<file path="src/rtl/fp16_pkg.sv">
// Shared definitions for the fp16 post-add normalizer.
//   EXP_W / FRAC_W : exponent and stored-fraction widths
//   MANT_W         : working mantissa width (carry, hidden, fraction)
//   EXP_MAX        : all-ones exponent (infinity / NaN encoding)
//   state_e        : normalizer FSM states
//   result_t       : normalized result fields presented downstream
package fp16_pkg;

  localparam int EXP_W  = 5;
  localparam int FRAC_W = 10;
  localparam int MANT_W = FRAC_W + 2;

  localparam logic [EXP_W-1:0] EXP_MAX = 5'd31;

  typedef enum logic [1:0] {
    IDLE = 2'd0,
    NORM = 2'd1,
    DONE = 2'd2
  } state_e;

  typedef struct packed {
    logic              sign;
    logic [EXP_W-1:0]  exp;
    logic [FRAC_W-1:0] frac;
    logic              ovf;
    logic              uf;
  } result_t;

endpackage

</file>
<file path="src/rtl/exp_step5.sv">
// Controlled exponent step: exp_o = exp_i + 1 (up=1) or exp_i - 1 (up=0)
// when en is high, otherwise exp_i unchanged. The caller guarantees the
// step never wraps.
//   en    : apply the step
//   up    : 1 = increment, 0 = decrement
//   exp_i : current exponent
//   exp_o : stepped exponent
module exp_step5
  import fp16_pkg::*;
(
  input  logic             en,
  input  logic             up,
  input  logic [EXP_W-1:0] exp_i,
  output logic [EXP_W-1:0] exp_o
);

  localparam logic [EXP_W-1:0] ONE = {{(EXP_W-1){1'b0}}, 1'b1};

  always_comb begin
    exp_o = exp_i;
    if (en) begin
      exp_o = up ? (exp_i + ONE) : (exp_i - ONE);
    end
  end

endmodule

</file>
<file path="src/rtl/fp16_normalizer.sv">
// Normalizes the raw sum of an fp16 add/sub datapath, one bit per cycle.
// A captured operand is shifted right once on carry-out, or left until the
// hidden bit is set or the exponent bottoms out at the subnormal scale.
// The shifted-out bit is truncated.
//   clk, rst_n            : clock, asynchronous active-low reset
//   in_valid / in_ready   : operand handshake (one operand in flight)
//   in_sign/exp/mant      : sign, biased exponent, raw 12-bit mantissa
//   out_valid / out_ready : result handshake; outputs hold while stalled
//   out_sign/exp/frac     : normalized fp16 fields
//   out_ovf / out_uf      : overflow to infinity / subnormal-or-zero result
module fp16_normalizer #(
  parameter int EXP_W  = fp16_pkg::EXP_W,
  parameter int FRAC_W = fp16_pkg::FRAC_W
) (
  input  logic              clk,
  input  logic              rst_n,
  input  logic              in_valid,
  output logic              in_ready,
  input  logic              in_sign,
  input  logic [EXP_W-1:0]  in_exp,
  input  logic [FRAC_W+1:0] in_mant,
  output logic              out_valid,
  input  logic              out_ready,
  output logic              out_sign,
  output logic [EXP_W-1:0]  out_exp,
  output logic [FRAC_W-1:0] out_frac,
  output logic              out_ovf,
  output logic              out_uf
);

  import fp16_pkg::*;

  localparam logic [EXP_W-1:0] EXP_ONE = {{(EXP_W-1){1'b0}}, 1'b1};

  state_e              state_q, state_d;
  logic                sign_q,  sign_d;
  logic [EXP_W-1:0]    exp_q,   exp_d;
  logic [FRAC_W+1:0]   mant_q,  mant_d;
  logic                pass_q,  pass_d;   // operand arrived as inf/NaN
  logic                ovf_q,   ovf_d;
  logic                uf_q,    uf_d;

  logic                step_en;
  logic                step_up;
  logic [EXP_W-1:0]    step_exp;
  result_t             res;

  // Step decode is kept apart from the next-state logic so the stepped
  // exponent never feeds back into its own enable.
  assign step_up = mant_q[FRAC_W+1];
  assign step_en = (state_q == NORM) && !pass_q && (mant_q != '0) &&
                   (mant_q[FRAC_W+1] || (!mant_q[FRAC_W] && exp_q != EXP_ONE));

  exp_step5 u_exp_step (
    .en    (step_en),
    .up    (step_up),
    .exp_i (exp_q),
    .exp_o (step_exp)
  );

  // NOTE: every variable gets a default before the case so no path leaves
  // one unassigned, which would otherwise infer a latch.
  always_comb begin
    state_d = state_q;
    sign_d  = sign_q;
    exp_d   = exp_q;
    mant_d  = mant_q;
    pass_d  = pass_q;
    ovf_d   = ovf_q;
    uf_d    = uf_q;

    unique case (state_q)
      IDLE: begin
        if (in_valid) begin
          sign_d  = in_sign;
          // A zero exponent denotes subnormals, which share exponent 1's scale.
          exp_d   = (in_exp == '0) ? EXP_ONE : in_exp;
          mant_d  = in_mant;
          pass_d  = (in_exp == EXP_MAX);
          ovf_d   = 1'b0;
          uf_d    = 1'b0;
          state_d = NORM;
        end
      end

      NORM: begin
        if (pass_q) begin
          state_d = DONE;
        end else if (mant_q == '0) begin
          exp_d   = '0;
          uf_d    = 1'b1;
          state_d = DONE;
        end else if (mant_q[FRAC_W+1]) begin
          mant_d = mant_q >> 1;
          exp_d  = step_exp;
          if (step_exp == EXP_MAX) begin
            mant_d[FRAC_W-1:0] = '0;
            ovf_d              = 1'b1;
          end
          state_d = DONE;
        end else if (mant_q[FRAC_W]) begin
          state_d = DONE;
        end else if (exp_q == EXP_ONE) begin
          // Cannot shift further without going below the subnormal scale.
          exp_d   = '0;
          uf_d    = 1'b1;
          state_d = DONE;
        end else begin
          mant_d = mant_q << 1;
          exp_d  = step_exp;
        end
      end

      DONE: begin
        if (out_ready) begin
          state_d = IDLE;
        end
      end

      default: state_d = IDLE;
    endcase
  end

  // NOTE: sequential state uses non-blocking assignments so every flop
  // samples its pre-edge value regardless of statement order.
  always_ff @(posedge clk or negedge rst_n) begin
    if (!rst_n) begin
      state_q <= IDLE;
      sign_q  <= 1'b0;
      exp_q   <= '0;
      mant_q  <= '0;
      pass_q  <= 1'b0;
      ovf_q   <= 1'b0;
      uf_q    <= 1'b0;
    end else begin
      state_q <= state_d;
      sign_q  <= sign_d;
      exp_q   <= exp_d;
      mant_q  <= mant_d;
      pass_q  <= pass_d;
      ovf_q   <= ovf_d;
      uf_q    <= uf_d;
    end
  end

  assign res = '{sign: sign_q, exp: exp_q, frac: mant_q[FRAC_W-1:0],
                 ovf: ovf_q, uf: uf_q};

  assign in_ready  = (state_q == IDLE);
  assign out_valid = (state_q == DONE);
  assign out_sign  = res.sign;
  assign out_exp   = res.exp;
  assign out_frac  = res.frac;
  assign out_ovf   = res.ovf;
  assign out_uf    = res.uf;

endmodule

</file>
<file path="config.mk">
export PLATFORM = sky130hd
export DESIGN_NAME = fp16_normalizer
export DESIGN_NICKNAME = d
export VERILOG_FILES = /design/src/rtl/fp16_pkg.sv /design/src/rtl/exp_step5.sv /design/src/rtl/fp16_normalizer.sv
export SDC_FILE = /design/constraint.sdc
export NUM_CORES = 1
export LEC_CHECK = 0
export ABC_AREA = 0
export BUFFER_PORTS_ARGS = -buffer_cell sky130_fd_sc_hd__buf_4
export CAP_MARGIN = 25
export CORE_ASPECT_RATIO = 1.5
export CORE_UTILIZATION = 25
export DETAILED_ROUTE_END_ITERATION = 7
export GPL_ROUTABILITY_DRIVEN = 0
export GPL_TIMING_DRIVEN = 0
export PLACE_DENSITY = 0.52
export SLEW_MARGIN = 10
export SYNTH_ARGS = -nofsm -noshare
export SYNTH_HDL_FRONTEND = slang
export SYNTH_HIERARCHICAL = 1
export SYNTH_SLANG_ARGS = --single-unit
</file>
<file path="constraint.sdc">
create_clock -name clk -period 3.7 [get_ports clk]
set_input_delay 1.11 -clock clk [delete_from_list [all_inputs] [get_ports clk]]
set_output_delay 1.11 -clock clk [all_outputs]
set_load 0.01 [all_outputs]
</file>
Word-level counts from Yosys, hierarchy flattened:

Cells that the tools add are included.

* add/sub/neg operators: 2
* eq/ne operators: 19
* muxes and demuxes: 38
* reduce and logical (&&, ||, !) cells: 19

Operator list (number)
* two-way mux 5 bit: 9
* two-way mux 12 bit: 3
* two-way mux 11 bit: 3
* one-hot mux 12 bit (2 select lines): 1
* AND reduction 6 bit: 3
* two-way mux 2 bit: 7
* zero test 12 bit: 1
* nonzero test 12 bit: 1
* equality test 5 bit, second input constant: 2
* two-way mux 1 bit: 10
* two-way mux 10 bit: 1
* one-hot mux 5 bit (2 select lines): 1
* inequality test 2 bit, second input constant: 4
* AND reduction 4 bit: 2
* inequality test 3 x 2 -> 1 bit, second input constant: 2
* inequality test 3 bit, second input constant: 2
* inequality test 6 x 4 -> 1 bit, second input constant: 1
* one-hot mux 2 bit (3 select lines): 1
* adder 5 x 1 -> 5 bit, second input constant: 1
* equality test 5 x 1 -> 1 bit, second input constant: 1
* zero test 5 bit: 1
* inequality test 5 x 1 -> 1 bit, second input constant: 1
* subtractor 5 x 1 -> 5 bit, second input constant: 1
* logical AND 1 bit: 4
* 12 further kinds: 15

* register bits: 23
* bits of input ports: 22
* output and inout port bits: 20
* logic and storage cells: 86

Longest topological paths before layout:

* word-level depth: 11
* gate-level depth with buffers: 14
* mapped depth without buffers: 11

Cells and area by module:

The synthesis kept the hierarchy.

Modules (own cells, without submodules)
* fp16_normalizer: instances 1, cells each 158, area each 1436.4 µm², sequential area each 575.6 µm²
* exp_step5: instances 1, cells each 29, area each 239.0 µm², sequential area each 0.0 µm²

Worst setup path after synthesis:

Ideal clock, no wire load.

* path kind: register to register
* start point: register mant_q[11]
* end point: register mant_q[2]
* setup time: 0.086 ns
* data arrival time: 3.026 ns
* data required time: 3.614 ns
* path slack: 0.588 ns
* stages on the path, launching flop included: 15
* buffers on the path: 3
* period minus slack after synthesis: 3.112 ns
* cell sequence: dfrtp_1 buf_2 nor4_1 and3_1 nor4_2 buf_4 nand2b_1 or4_1 nand3_1 o311ai_1 nand3_1 o21a_1 buf_1 a31oi_1 a32oi_1

* word-level cells in the longest chain between the ends: 10
* elaborated cells on any way between the ends: 17
* classes of those cells: 4 x eq/ne; 7 x mux; 6 x reduce/logical

Ends and longest elaborated chain
* from (decl): RTL line fp16_normalizer.sv:38 `logic [FRAC_W+1:0] mant_q, mant_d;`
* from (signal assigned): RTL line fp16_normalizer.sv:139 `mant_q <= mant_d;`
* nonzero test 12 bit: RTL line fp16_normalizer.sv:51 `assign step_en = (state_q == NORM) && !pass_q && (mant_q != '0) &&`
* logical AND 1 bit: RTL line fp16_normalizer.sv:51
* logical AND 1 bit (*): RTL line fp16_normalizer.sv:51
* net step_en: RTL line fp16_normalizer.sv:43 `logic step_en;`
* two-way mux 5 bit (*): RTL line exp_step5.sv:21 `if (en) begin`
* net step_exp[4]: RTL line fp16_normalizer.sv:45 `logic [EXP_W-1:0] step_exp;`
* equality test 5 bit (*): RTL line fp16_normalizer.sv:96 `if (step_exp == EXP_MAX) begin`
* two-way mux 10 bit (*): RTL line fp16_normalizer.sv:96
* two-way mux 11 bit (*): RTL line fp16_normalizer.sv:93 `end else if (mant_q[FRAC_W+1]) begin`
* two-way mux 12 bit (*): RTL line fp16_normalizer.sv:89 `end else if (mant_q == '0) begin`
* two-way mux 12 bit (*): RTL line fp16_normalizer.sv:87 `if (pass_q) begin`
* one-hot mux 12 bit (2 select lines) (*): RTL line fp16_normalizer.sv:72 `unique case (state_q)`

Mark *: on every way through the listed nets, which the timed path passes. The rest lies on a longest branch. The select of a mux whose other input is x is not followed.
A chain may end at the register's enable or synchronous reset.

Final worst setup path:

* start point: register mant_q[11]
* end point: register mant_q[4]

Same word-level chain as after synthesis.

==> run summary <==
During synthesis, Yosys emitted a total of 6 warnings. The mux contribution to synthesized area is 0.0321. The synthesized cell area is 0.00168 mm². The sequential fraction of the synthesis area is 0.344. The area share of and/or/nand/nor cells after synthesis is 0.205. The number of antenna violations at the first check in global routing is 0.

The number of antenna diodes in the final layout is 0. The clock reaches the later pin of the worst-skew pair after 270 ps. The transition time at the pin with the least slew margin came out at 502 ps. Sorting the synthesized cells by area gives the leading types as sky130_fd_sc_hd__dfrtp_1 34%, sky130_fd_sc_hd__buf_4 4.9%, sky130_fd_sc_hd__a32oi_1 4.7%. Headroom to the max-slew limit came out at 0.665. The quantity of hold-fixing buffers added after cts came out at 0.

CTS placed an instance of sky130_fd_sc_hd__clkbuf_8 at the clock tree root. The area enclosed by the die boundary is 0.00704 mm². The placeable core region is 0.00649 mm². The largest driver fanout on the critical path came out at 10. The run finished with clean final reports. Once detailed placement completed, the half-perimeter wirelength came to 3.51 mm. Port buffering added 41 buffers. The arrival time at the worst endpoint came out at 3590 ps. The setup fix buffers added after clock tree synthesis is 0. Across all layers, the routed design uses 1,583 vias. In this run the power density over the cells is 882 mW/mm². Summed over all instances, the cell type with the most area after synthesis is sky130_fd_sc_hd__dfrtp_1. After synthesis, the largest family of logic cells by area is compound AO/OA/AOI/OAI gates. The commonest cells after synthesis are 23 x sky130_fd_sc_hd__dfrtp_1, 19 x sky130_fd_sc_hd__inv_1, 13 x sky130_fd_sc_hd__o21ai_0. The clock transition at the registers of the reported paths is 90 ps. The final critical-path share of the clock period came out at 0.918. For this run, the total global-route usage over all layers was measured as 0.145. The worst supply voltage drop on vdd is 0.306 mV.

The max capacitance violation total came out at 0. The setup total negative slack is 0 ps. The overall overflow remaining after global route came out at 0. The minimum period implied by the final worst setup slack is 3400 ps.

The netlist uses 50 different library cells. The library cell with the highest instance count after synthesis is sky130_fd_sc_hd__dfrtp_1. The logic depth of the worst setup path including buffers is 13. The first-pass detailed-route iteration total came out at 4.

The final setup skew is 4.04 ps. The routed design has 4.70 mm of wire. The complex-gate fraction of the synthesized area is 0.239. The net count of the finished layout is 258. The dominant register cell in the synthesized netlist is sky130_fd_sc_hd__dfrtp_1. The synthesized netlist net count is 213.

After detailed routing, the number of vias per cell comes to 5.16. The share of synthesized area in the top cell type comes to 0.344. The cell family contributing the most delay on the critical path is simple AND/OR/NAND/NOR gates. The slack of the worst reg-to-reg path came out at 300 ps. The maximum number of pins on one net before global-route repair is 24. The initialized floorplan defines 36 standard-cell rows. The number of flops mapped to enable cells by yosys is 0. The end point of the critical path is mant_q[4].

The critical path endpoint category is a register. The share of synthesized cell area in full adder, half adder and majority cells came out at 0.0344. The die is 102 µm tall. The slowest cell on the critical path is sky130_fd_sc_hd__dfrtp_1.

The number of failing setup endpoints in the final timing report is 0. The via count of the first global-routing pass is 1,571. The worst register-to-register path ends at mant_q[4]. The area growth from synthesis to layout came out at 27.2%. CTS built an H-tree with a depth of 1.

The number of remaining DRC errors is 0. The required time of the worst setup path came out at 3890 ps. In this design, the critical path's most frequently occurring cell is sky130_fd_sc_hd__nand3_1. The hold violation count in the final report is 0. Overall power consumption after layout is estimated at 1880 µW. The total clock buffers created by CTS came out at 3. The synthesized netlist cell count came out at 187. Once detail routing completed, the nets flagged for antenna violations numbered 0.

The overall die width is 68.8 µm. The maximum count of clock buffers along a single path is 2. Dividing the detail-routed wire length by the instance count gives 15.3 µm. The critical path starts at mant_q[11].

In this run the critical register-to-register path is launched from mant_q[11]. The proportion of layout cells with a drive suffix above 1 came out at 0.303. Of the total synthesized cell area, the portion taken by XOR and XNOR cells is 0.0157. After synthesis, the share of flip-flops with an asynchronous set or reset is 1.00. TritonCTS built the clock tree. The buffering stage count on the worst path with inverters included is 2.

Traced cell by cell, the critical path runs through buf_2 -> nor4_1 -> and3_1 -> nor4_4 -> buf_4 -> nand2b_1 -> or4_1 -> nand3_1 -> o311ai_1 -> nand3_1 -> o21a_2 -> a31oi_1 -> a32oi_1. The first-pass GRT wire length came out at 7.68 mm. The cell count of the worst reg-to-reg path came out at 13.

The worst setup path is launched from a register. The maximum clock rate came out at 0.294 GHz. The min-delay analysis places its worst path in the category register to register.

On the worst path, the slowest cell contributes a delay of 510 ps. The static power due to leakage came out at 0.000954 µW. After synthesis the netlist holds a flip-flop and latch count of 23. The critical path in this run is classified as register to register. The detailed router's first-iteration violation count is 53. A synthesized cell averages 8.96 µm².

The clock sink count is 23. The I/O pin count is 42. The initial cell density of the core came out at 0.258. The number of max-slew violations in the final report is 0. Setup repair after global routing left no endpoint under its margin.
## layout by cell type, fill, tap and decap left out, types with 3 or more instances in the layout
cell / count
sky130_fd_sc_hd__nand3_1: 4
sky130_fd_sc_hd__buf_4: 52
sky130_fd_sc_hd__nor4b_1: 4
sky130_fd_sc_hd__inv_1: 19
sky130_fd_sc_hd__a31oi_1: 10
sky130_fd_sc_hd__buf_2: 4
sky130_fd_sc_hd__dfrtp_1: 23
sky130_fd_sc_hd__a32oi_1: 9
sky130_fd_sc_hd__nor2_1: 6
sky130_fd_sc_hd__ha_1: 3
sky130_fd_sc_hd__clkbuf_1: 5
sky130_fd_sc_hd__nor4_1: 9
sky130_fd_sc_hd__clkbuf_8: 3
sky130_fd_sc_hd__o21ai_0: 13
sky130_fd_sc_hd__nand2b_1: 4
sky130_fd_sc_hd__a21o_1: 3
sky130_fd_sc_hd__a221o_1: 5
sky130_fd_sc_hd__nand2_1: 4
sky130_fd_sc_hd__mux2_2: 3
sky130_fd_sc_hd__and2_1: 10
## worst min path at each step
| stage | startpoint | to | slack [ps] | cells past startpoint |
|---|---|---|---|---|
| 2_1_floorplan | pass_q | state_q[0] | 490 | 1 |
| 3_3_place_gp | out_sign | out_sign | 490 | 1 |
| 3_5_place_dp | out_sign | out_sign | 500 | 1 |
| 4_1_cts | out_sign | out_sign | 520 | 1 |
| 5_1_grt | out_sign | out_sign | 530 | 1 |
| 6_report | out_ovf | out_ovf | 510 | 1 |
## layout make-up
type | count | area [µm²]
clock buffers | 3 | 41.3
fillers | 713 | 4360
clock inverters | 1 | 5.00
plain buffers | 22 | 144
multi-input cells | 122 | 891
flip-flops and latches | 23 | 576
inverters | 19 | 71.3
well taps | 76 | 95.1
repair buffers | 41 | 308
## worst register-to-register path: cells and delay by family, from the launching register on
family / cells / cell delay, ps
AO/OA/AOI/OAI: 4 / 780
buffers and inverters: 2 / 500
flip-flops: 1 / 510
AND/OR/NAND/NOR: 7 / 1540
## through the flow
stage          hold slack, ps   util  cells  cell area, µm²  setup WS [ps]
6_report                  515  0.329    307            2130            302
3_3_place_gp              494  0.320    304            2080          -84.4
4_1_cts                   521  0.329    308            2130           10.3
2_1_floorplan             491      -    187            1680            588
5_1_grt                   533  0.329    307            2130           28.9
3_5_place_dp              499  0.320    304            2080          -94.2
## power by group
part           internal (µW)  switching (µW)
sequential               367             159
clock                   75.4            89.5
combinational            580             608
total                   1020             857
## timing repair
item / CTS / global route
resized for setup: 1 / 1
pin swaps: 0 / 0
gates cloned: 0 / 0
setup endpoints to repair: 10 / 10
## kinds of logic (layout without fill, tap and decap cells)
kind of cell	count (synthesis)	after routing
DFF	23	23
AOI/OAI and AO/OA	56	56
and+or+nand+nor	54	54
buffers and inverters	42	86
adders and majority gates	4	4
xor gates and xnor gates	3	3
muxes	5	5
## state kept, by name, summed over array words and instances, names as in the netlist
| signal | flops |
|---|---|
| out_uf | 1 |
| out_ovf | 1 |
| pass_q | 1 |
| out_sign | 1 |
| out_exp | 5 |
| mant_q | 12 |
| state_q | 2 |
## metal layers
layer / up-vias / track usage / wire length, µm
met5: - / 0 / 0
met4: 0 / 0.0471 / 59
met3: 4 / 0.0156 / 126
met2: 31 / 0.263 / 2580
met1: 770 / 0.170 / 1940
li1: 778 / - / -
No activity file was read; power rests on OpenSTA's default activity.
